===== src/rtl/ps2_port.sv =====
// PS/2 host port: debounced receiver with scan-code FIFO and host-to-device command transmitter.
// Define PS2_TX_RETRY_EN to retry a failed command up to MAX_RETRIES extra times.
module ps2_port #(
  parameter int unsigned CLK_HZ          = 51_800_000,
  parameter int unsigned DEBOUNCE_CYCLES = 255,
  parameter int unsigned RX_DEPTH        = 4,
  parameter int unsigned WATCHDOG_US     = 1100,
  parameter int unsigned DELAY_US        = 100,
  parameter int unsigned MAX_RETRIES     = 2
) (
  input  logic       clk,
  input  logic       reset_low,
  input  logic       ps2_clk_in,
  output logic       ps2_clk_out,
  output logic       ps2_clk_oe,
  input  logic       ps2_data_in,
  output logic       ps2_data_out,
  output logic       ps2_data_oe,
  output logic       command_ready,
  input  logic       command_valid,
  input  logic [7:0] command_byte,
  input  logic       command_ack_ready,
  output logic       command_ack_valid,
  output logic       command_ack_error,
  input  logic       scan_code_ready,
  output logic       scan_code_valid,
  output logic [7:0] scan_code_byte,
  output logic       scan_code_error,
  output logic       rx_overflow
);

  localparam logic [63:0] WD_CYC64  = (64'(CLK_HZ) * 64'(WATCHDOG_US) + 64'd999_999) / 64'd1_000_000;
  localparam logic [63:0] DLY_CYC64 = (64'(CLK_HZ) * 64'(DELAY_US) + 64'd999_999) / 64'd1_000_000;
  localparam int unsigned WD_CYC  = 32'(WD_CYC64);
  localparam int unsigned DLY_CYC = 32'(DLY_CYC64);
  localparam int unsigned TMR_MAX = (WD_CYC > DLY_CYC) ? WD_CYC : DLY_CYC;
  localparam int unsigned TMR_W   = $clog2(TMR_MAX + 1);
  localparam int unsigned DB_W    = $clog2(DEBOUNCE_CYCLES + 1);
  localparam int unsigned PTR_W   = $clog2(RX_DEPTH);
  localparam int unsigned CNT_W   = PTR_W + 1;
  localparam int unsigned RTY_W   = $clog2(MAX_RETRIES + 2);
`ifdef PS2_TX_RETRY_EN
  localparam logic RETRY_EN = 1'b1;
`else
  localparam logic RETRY_EN = 1'b0;
`endif

  localparam logic [3:0] IDLE       = 4'd0;
  localparam logic [3:0] RX_DATA    = 4'd1;
  localparam logic [3:0] RX_PARITY  = 4'd2;
  localparam logic [3:0] RX_STOP    = 4'd3;
  localparam logic [3:0] RX_END     = 4'd4;
  localparam logic [3:0] TX_REQUEST = 4'd5;
  localparam logic [3:0] TX_START   = 4'd6;
  localparam logic [3:0] TX_DATA    = 4'd7;
  localparam logic [3:0] TX_PARITY  = 4'd8;
  localparam logic [3:0] TX_STOP    = 4'd9;
  localparam logic [3:0] TX_ACK     = 4'd10;
  localparam logic [3:0] TX_END     = 4'd11;

  assign ps2_clk_out = 1'b0;

  // Line conditioning: index 0 is the PS/2 clock, index 1 the PS/2 data.
  logic [1:0]      raw, meta, sync, filt;
  logic [DB_W-1:0] db_cnt [2];
  logic            clk_prev, fall;

  assign raw = {ps2_data_in, ps2_clk_in};

  always_ff @(posedge clk or negedge reset_low) begin
    if (!reset_low) begin
      meta      <= 2'b11;
      sync      <= 2'b11;
      filt      <= 2'b11;
      db_cnt[0] <= '0;
      db_cnt[1] <= '0;
      clk_prev  <= 1'b1;
      fall      <= 1'b0;
    end else begin
      meta     <= raw;
      sync     <= meta;
      clk_prev <= filt[0];
      fall     <= clk_prev & ~filt[0];
      for (int i = 0; i < 2; i++) begin
        if (sync[i] == filt[i]) begin
          db_cnt[i] <= '0;
        end else if (db_cnt[i] == DB_W'(DEBOUNCE_CYCLES - 1)) begin
          filt[i]   <= sync[i];
          db_cnt[i] <= '0;
        end else begin
          db_cnt[i] <= db_cnt[i] + 1'b1;
        end
      end
    end
  end

  // Scan-code FIFO; the head is registered so scan_code_byte needs no read mux at the port.
  logic [7:0]       mem [RX_DEPTH];
  logic [PTR_W-1:0] rd_ptr, wr_ptr, rd_ptr_n;
  logic [CNT_W-1:0] count, count_n;
  logic [7:0]       head_n;
  logic             fifo_full, pop, push_req_c, push, ovf;
  logic [7:0]       shreg;

  assign fifo_full = (count == CNT_W'(RX_DEPTH));
  assign pop       = scan_code_ready & scan_code_valid;
  assign push      = push_req_c & (~fifo_full | pop);
  assign ovf       = push_req_c & fifo_full & ~pop;

  always_comb begin
    count_n = count;
    if (push && !pop) count_n = count + 1'b1;
    else if (pop && !push) count_n = count - 1'b1;
    rd_ptr_n = pop ? rd_ptr + 1'b1 : rd_ptr;
    head_n   = (push && wr_ptr == rd_ptr_n) ? shreg : mem[rd_ptr_n];
  end

  always_ff @(posedge clk) begin
    if (push) mem[wr_ptr] <= shreg;
  end

  always_ff @(posedge clk or negedge reset_low) begin
    if (!reset_low) begin
      rd_ptr          <= '0;
      wr_ptr          <= '0;
      count           <= '0;
      scan_code_valid <= 1'b0;
      scan_code_byte  <= 8'd0;
      rx_overflow     <= 1'b0;
    end else begin
      if (push) wr_ptr <= wr_ptr + 1'b1;
      rd_ptr          <= rd_ptr_n;
      count           <= count_n;
      scan_code_valid <= (count_n != '0);
      scan_code_byte  <= head_n;
      rx_overflow     <= ovf;
    end
  end

  // Protocol FSM.
  logic [3:0]       state, state_n;
  logic [2:0]       bit_cnt, bit_cnt_n;
  logic [7:0]       shreg_n, tx_byte, tx_byte_n;
  logic             par, par_n, frame_ok, frame_ok_n, tx_fail, tx_fail_n;
  logic [RTY_W-1:0] retry_cnt, retry_n;
  logic [TMR_W-1:0] tmr, tmr_n;
  logic             data_oe_n, data_out_n, clk_oe_n, ack_valid_n, ack_error_n;
  logic             rx_err_n, ready_n, wd_on, is_rx, wd_expired, dly_done;

  always_comb begin
    state_n     = state;
    bit_cnt_n   = bit_cnt;
    shreg_n     = shreg;
    par_n       = par;
    frame_ok_n  = frame_ok;
    tx_byte_n   = tx_byte;
    tx_fail_n   = tx_fail;
    retry_n     = retry_cnt;
    data_oe_n   = ps2_data_oe;
    data_out_n  = ps2_data_out;
    ack_valid_n = command_ack_valid;
    ack_error_n = command_ack_error;
    rx_err_n    = 1'b0;
    push_req_c  = 1'b0;
    is_rx       = state inside {RX_DATA, RX_PARITY, RX_STOP};
    wd_on       = is_rx || (state inside {TX_START, TX_DATA, TX_PARITY, TX_STOP, TX_ACK});
    wd_expired  = wd_on && !fall && (tmr == TMR_W'(WD_CYC - 1));
    dly_done    = (tmr == TMR_W'(DLY_CYC - 1));
    if (command_ack_valid && command_ack_ready) ack_valid_n = 1'b0;

    case (state)
      IDLE: begin
        if (command_valid && command_ready) begin
          tx_byte_n  = command_byte;
          tx_fail_n  = 1'b0;
          retry_n    = '0;
          data_oe_n  = 1'b1;
          data_out_n = 1'b0;
          state_n    = TX_REQUEST;
        end else if (fall && !filt[1]) begin
          bit_cnt_n = 3'd0;
          par_n     = 1'b0;
          state_n   = RX_DATA;
        end
      end
      RX_DATA: if (fall) begin
        shreg_n   = {filt[1], shreg[7:1]};
        par_n     = par ^ filt[1];
        bit_cnt_n = bit_cnt + 3'd1;
        if (bit_cnt == 3'd7) state_n = RX_PARITY;
      end
      RX_PARITY: if (fall) begin
        frame_ok_n = par ^ filt[1];
        state_n    = RX_STOP;
      end
      RX_STOP: if (fall) begin
        frame_ok_n = frame_ok & filt[1];
        rx_err_n   = ~(frame_ok & filt[1]);
        state_n    = RX_END;
      end
      RX_END: if (dly_done) begin
        push_req_c = frame_ok;
        state_n    = IDLE;
      end
      TX_REQUEST: if (dly_done) state_n = TX_START;
      TX_START: if (fall) begin
        data_out_n = tx_byte[0];
        bit_cnt_n  = 3'd0;
        state_n    = TX_DATA;
      end
      TX_DATA: if (fall) begin
        bit_cnt_n = bit_cnt + 3'd1;
        if (bit_cnt == 3'd7) begin
          data_out_n = ~^tx_byte;
          state_n    = TX_PARITY;
        end else begin
          data_out_n = tx_byte[3'(bit_cnt + 3'd1)];
        end
      end
      TX_PARITY: if (fall) begin
        data_oe_n = 1'b0;
        state_n   = TX_STOP;
      end
      TX_STOP: if (fall) begin
        tx_fail_n = filt[1];
        state_n   = TX_ACK;
      end
      TX_ACK: if (filt[0]) state_n = TX_END;
      TX_END: if (dly_done) begin
        if (tx_fail && RETRY_EN && retry_cnt != RTY_W'(MAX_RETRIES)) begin
          retry_n    = retry_cnt + 1'b1;
          tx_fail_n  = 1'b0;
          data_oe_n  = 1'b1;
          data_out_n = 1'b0;
          state_n    = TX_REQUEST;
        end else begin
          ack_valid_n = 1'b1;
          ack_error_n = tx_fail;
          state_n     = IDLE;
        end
      end
      default: state_n = IDLE;
    endcase

    // A stalled device aborts RX outright; in TX it counts as a failed attempt.
    if (wd_expired) begin
      if (is_rx) begin
        rx_err_n = 1'b1;
        state_n  = IDLE;
      end else begin
        tx_fail_n = 1'b1;
        data_oe_n = 1'b0;
        state_n   = TX_END;
      end
    end

    tmr_n    = (state_n != state || fall || state == IDLE) ? '0 : tmr + 1'b1;
    clk_oe_n = (state_n == TX_REQUEST) || (state_n == IDLE && fifo_full);
    ready_n  = (state_n == IDLE) && !ack_valid_n;
  end

  always_ff @(posedge clk or negedge reset_low) begin
    if (!reset_low) begin
      state             <= IDLE;
      bit_cnt           <= 3'd0;
      shreg             <= 8'd0;
      par               <= 1'b0;
      frame_ok          <= 1'b0;
      tx_byte           <= 8'd0;
      tx_fail           <= 1'b0;
      retry_cnt         <= '0;
      tmr               <= '0;
      ps2_clk_oe        <= 1'b0;
      ps2_data_oe       <= 1'b0;
      ps2_data_out      <= 1'b0;
      command_ready     <= 1'b0;
      command_ack_valid <= 1'b0;
      command_ack_error <= 1'b0;
      scan_code_error   <= 1'b0;
    end else begin
      state             <= state_n;
      bit_cnt           <= bit_cnt_n;
      shreg             <= shreg_n;
      par               <= par_n;
      frame_ok          <= frame_ok_n;
      tx_byte           <= tx_byte_n;
      tx_fail           <= tx_fail_n;
      retry_cnt         <= retry_n;
      tmr               <= tmr_n;
      ps2_clk_oe        <= clk_oe_n;
      ps2_data_oe       <= data_oe_n;
      ps2_data_out      <= data_out_n;
      command_ready     <= ready_n;
      command_ack_valid <= ack_valid_n;
      command_ack_error <= ack_error_n;
      scan_code_error   <= rx_err_n;
    end
  end

endmodule

===== config.mk =====
export PLATFORM = sky130hd
export DESIGN_NAME = ps2_port
export DESIGN_NICKNAME = d
export VERILOG_FILES = /design/src/rtl/ps2_port.sv
export SDC_FILE = /design/constraint.sdc
export NUM_CORES = 1
export LEC_CHECK = 0
export CAP_MARGIN = 5
export CORE_ASPECT_RATIO = 1.75
export CORE_MARGIN = 10
export CORE_UTILIZATION = 40
export DETAILED_ROUTE_END_ITERATION = 6
export PLACE_DENSITY = 0.66
export SKIP_LAST_GASP = 1
export SLEW_MARGIN = 15
export SYNTH_ARGS = -nofsm -noshare
export SYNTH_HDL_FRONTEND = slang
export SYNTH_SLANG_ARGS = --single-unit
export TNS_END_PERCENT = 100

===== constraint.sdc =====
create_clock -name clk -period 3.4 [get_ports clk]
set_input_delay 0.68 -clock clk [delete_from_list [all_inputs] [get_ports clk]]
set_output_delay 0.68 -clock clk [all_outputs]
set_load 0.01 [all_outputs]

==> key figures <==
Worst setup path
  • Reg2Reg Capture Point: tmr[4]$_DFF_PN0_
  • WP data required: ~3700 ps
  • R2R Setup Slk: 350 ps
  • Category of the critical setup timing path: flop to flop
  • Setup crit start kind: flop
  • Worst R2R Start: tmr[0]$_DFF_PN0_
  • Type of element capturing the critical path: flop
  • Endpoint arrival time on the critical path: 3350 ps
  • Biggest fanout along the worst timing path: 16
  • Reg2Reg Depth: 9

Timing
  • Max-slew violation total from the final report: 0
  • Post-layout minimum cycle time: about 3000 ps
  • Setup repair after global routing missed its margin: no
  • Total negative slack for setup checks: 0 ps
  • Transition time of the tightest slew-check pin: about 960 ps
  • Final hold vios: 0
  • Final period utilization: between 80% and 90%
  • Relative slew margins: around a third
  • Final setup vio count: 0
  • Max Fclk: 0.3282 GHz
  • Final Skew: 12.69 ps

Placed design
  • Placed wire-length estimate after detailed placement: around 9300 µm
  • Final RePlAce weighted congestion: between 0.8 and 0.9
  • Number of port buffers: 31
  • Post-Place Cell Area: around 6600 µm²

Route
  • WL/cell: around 18 µm
  • Iteration count of the initial detailed-routing pass: 5
  • Iteration-0 DRC count of the detailed router: 172
  • Via-to-Cell Ratio: ~5.6
  • Total wirelength of the detailed-routed design: between 10,000 and 15,000 µm
  • Residual DRC count: 0
  • Antenna viol nets, final: 0
  • Total number of vias: approximately 4,100

Flow run
  • Total of max-cap violations: 0

Floorplanning
  • Row Count: 59
  • Starting Density: around 40%
  • Die ar.: 20,710 µm²
  • Die width: between 100 and 150 µm
  • Die Span Y: 183.0 µm
  • I/O pins: 33
  • Floorplan core area: 14,910 µm²

Hold path
  • Class of the most critical hold timing path: input port to async pin

GRT
  • Global-route wire length before repair: 22,070 µm
  • Overall overflow remaining after global route: 0
  • Global-route usage over all layers: 13.21%
  • Maximum number of pins on one net before global-route repair: 53
  • Vias in the first global route: around 4,400
  • Antenna violations before repair: 0

CTS
  • Clock Sink Count: approximately 120
  • Depth of the CTS H-tree: 4
  • Max clock buf depth: 2
  • CTS clk-pin slew, worst paths: about 60 ps
  • Clock tree from TritonCTS: yes
  • Hold-fix buffers at CTS: 0
  • Post-cts repair resize count: 0
  • Later-pin clock latency in the skew report: between 400 and 500 ps
  • Number of setup buffers added after CTS: 0
  • CTS root buffer: sky130_fd_sc_hd__clkbuf_16
  • TritonCTS Buffers: 17

Layout
  • Diodes inserted: 0
  • Final design area excluding fillers: roughly 7100 µm²
  • Proportion of layout cells with a drive suffix above 1: between 20 and 25%
  • Area added between synthesis and finish: 17.40%
  • Post-route core utilization: between 40% and 50%
  • Total Nets Final: approximately 570

Logic synthesis
  • Fraction of post-synthesis cell area in the top cell type by area: around a third
  • Net count of the mapped netlist: approximately 520
  • Cell type with the highest aggregate area in the netlist: sky130_fd_sc_hd__dfrtp_1
  • Syn Area/Cell: 12.40 µm²
  • Flops & latches, synth: about 120
  • Sequential share of the synthesized area: between 50% and 60%
  • Number of distinct standard cells referenced by the synthesized netlist: between 60 and 70
  • Number of cells produced by synthesis: about 500
  • Most instantiated flip-flop cell in the synthesis netlist: sky130_fd_sc_hd__dfrtp_1
  • Leading post-synthesis cells by cell area: sky130_fd_sc_hd__dfrtp_1 34%, sky130_fd_sc_hd__edfxtp_1 16%, sky130_fd_sc_hd__mux2_2 5.0%, sky130_fd_sc_hd__xor2_1 3.2%, sky130_fd_sc_hd__dfstp_2 3.0%
  • Cell Area, Synth: approximately 6100 µm²
  • EDFF count, synth: 32
  • Share of flip-flops with an asynchronous set or reset: around 74%
  • Total number of yosys warnings: 0

Status
  • Run status: finished, final reports clean

Power and ir drop
  • Pwr Total: 3677 µW
  • P_leak: 0.003019 µW
  • Maximum VDD drop: about 0.00033 V
  • Total power per unit cell area: 515.5 nW/µm²
-- cells in the mapped netlist, types with 10 or more instances --
cell type / instances
sky130_fd_sc_hd__a21oi_1: 14
sky130_fd_sc_hd__dfrtp_1: 83
sky130_fd_sc_hd__edfxtp_1: 32
sky130_fd_sc_hd__ha_1: 14
sky130_fd_sc_hd__inv_1: 14
sky130_fd_sc_hd__mux2_2: 27
sky130_fd_sc_hd__nand2_1: 28
sky130_fd_sc_hd__nand3_1: 24
sky130_fd_sc_hd__nand4_1: 11
sky130_fd_sc_hd__nor2_1: 34
sky130_fd_sc_hd__nor3_1: 10
sky130_fd_sc_hd__o21ai_0: 14
sky130_fd_sc_hd__xnor2_1: 20
sky130_fd_sc_hd__xor2_1: 22
-- worst max-delay path: stages, from the launching register on --
cell and delay, ps:
sky130_fd_sc_hd__dfrtp_1 460, sky130_fd_sc_hd__ha_1 310, sky130_fd_sc_hd__or3b_1 440, sky130_fd_sc_hd__nor3_2 150, sky130_fd_sc_hd__buf_4 160, sky130_fd_sc_hd__nand3_2 210
sky130_fd_sc_hd__xnor2_1 220, sky130_fd_sc_hd__a21oi_1 250, sky130_fd_sc_hd__nand4b_4 350, sky130_fd_sc_hd__nor4_1 380
-- stage by stage --
stage,hold WS [ps],setup slack [ps],instances
floorplan,345.2,652.1,490
global placement,347.8,381.6,700
detailed placement,348.9,275.4,700
CTS,323.6,351.7,732
global route,348.2,141.5,732
finish,297.8,353.4,732
-- metal layers --
metal,wire (µm),track usage (%),vias up
li1,-,-,1876
met1,4922,13.23,2079
met2,7417,24.58,100
met3,463,3.137,32
met4,353,6.575,0
met5,0,0,-
-- cells in the final DEF (no fill, tap or decap), types with 3 or more instances in the layout --
cell | synthesis | routed
sky130_fd_sc_hd__edfxtp_1 | 32 | 32
sky130_fd_sc_hd__nor2b_1 | 4 | 4
sky130_fd_sc_hd__clkinv_4 | 0 | 5
sky130_fd_sc_hd__inv_1 | 14 | 14
sky130_fd_sc_hd__mux2i_1 | 5 | 5
sky130_fd_sc_hd__dfstp_2 | 7 | 7
sky130_fd_sc_hd__clkinv_2 | 0 | 3
sky130_fd_sc_hd__a21oi_1 | 14 | 14
sky130_fd_sc_hd__xnor2_1 | 20 | 20
sky130_fd_sc_hd__o21ai_0 | 14 | 14
sky130_fd_sc_hd__clkdlybuf4s50_1 | 0 | 30
sky130_fd_sc_hd__ha_1 | 14 | 14
sky130_fd_sc_hd__mux2_2 | 27 | 27
sky130_fd_sc_hd__mux4_2 | 8 | 8
sky130_fd_sc_hd__nor3b_1 | 5 | 5
sky130_fd_sc_hd__nand3b_1 | 4 | 4
sky130_fd_sc_hd__nor4_1 | 9 | 9
sky130_fd_sc_hd__nor3_1 | 10 | 10
sky130_fd_sc_hd__dfrtp_1 | 83 | 83
sky130_fd_sc_hd__nor2_1 | 34 | 34
sky130_fd_sc_hd__clkbuf_16 | 0 | 17
sky130_fd_sc_hd__a31oi_1 | 3 | 3
sky130_fd_sc_hd__nor4_2 | 9 | 9
sky130_fd_sc_hd__xor2_1 | 22 | 22
sky130_fd_sc_hd__nand2b_1 | 8 | 8
sky130_fd_sc_hd__and2_1 | 8 | 8
sky130_fd_sc_hd__nand4_1 | 11 | 11
sky130_fd_sc_hd__nand2_1 | 28 | 28
sky130_fd_sc_hd__nand3_1 | 24 | 24
sky130_fd_sc_hd__buf_4 | 3 | 19
sky130_fd_sc_hd__and3_1 | 7 | 7
-- kinds of logic (layout without fill, tap and decap cells) --
family	Yosys count	in the layout	synth area share, %
AOI/OAI and AO/OA	48	48	5.622
xor gates and xnor gates	44	44	6.590
adders and majority gates	14	14	2.883
buffers and inverters	36	95	3.933
DFF	122	122	53.03
muxes	42	42	9.658
other	1	1	0.06172
and+or+nand+nor	183	183	18.23
-- flip-flops by register name, indices dropped and copies added (netlist names), 2 cells and up --
name and flops:
mem 32, db_cnt 16, tmr 16, scan_code_byte 8
shreg 8, tx_byte 8, state 4, bit_cnt 3
count 3, filt 2, meta 2, rd_ptr 2
sync 2, wr_ptr 2
-- area by class of cell --
cell class | instances | area (µm²)
timing repair buffer | 49 | 442.9
fill | 1346 | 7779
clock buffer | 19 | 442.9
multi-input combinational | 332 | 2623
tap | 183 | 229.0
clock inverter | 13 | 121.4
sequential | 122 | 3222
inverter | 14 | 52.55
-- power by group --
group	leakage (µW)	switching, µW	internal [µW]
sequential	0.00154	39.1	1550
combinational	0.00121	214	174
clock	0.000274	677	1030
total	0.00302	930	2750
-- worst max-delay path by stage --
stage | end | slack (ps) | cells after the start | from
after detailed placement | tmr[2]$_DFF_PN0_ | 280 | 8 | command_valid
after global routing | scan_code_byte[3]$_DFF_PN0_ | 140 | 7 | tmr[0]$_DFF_PN0_
after global placement | tmr[7]$_DFF_PN0_ | 380 | 8 | command_valid
after floorplan | scan_code_byte[0]$_DFF_PN0_ | 650 | 4 | scan_code_ready
after CTS | tmr[2]$_DFF_PN0_ | 350 | 9 | tmr[0]$_DFF_PN0_
final | tmr[4]$_DFF_PN0_ | 350 | 9 | tmr[0]$_DFF_PN0_
Note: power is estimated with default switching activity, not from simulation.
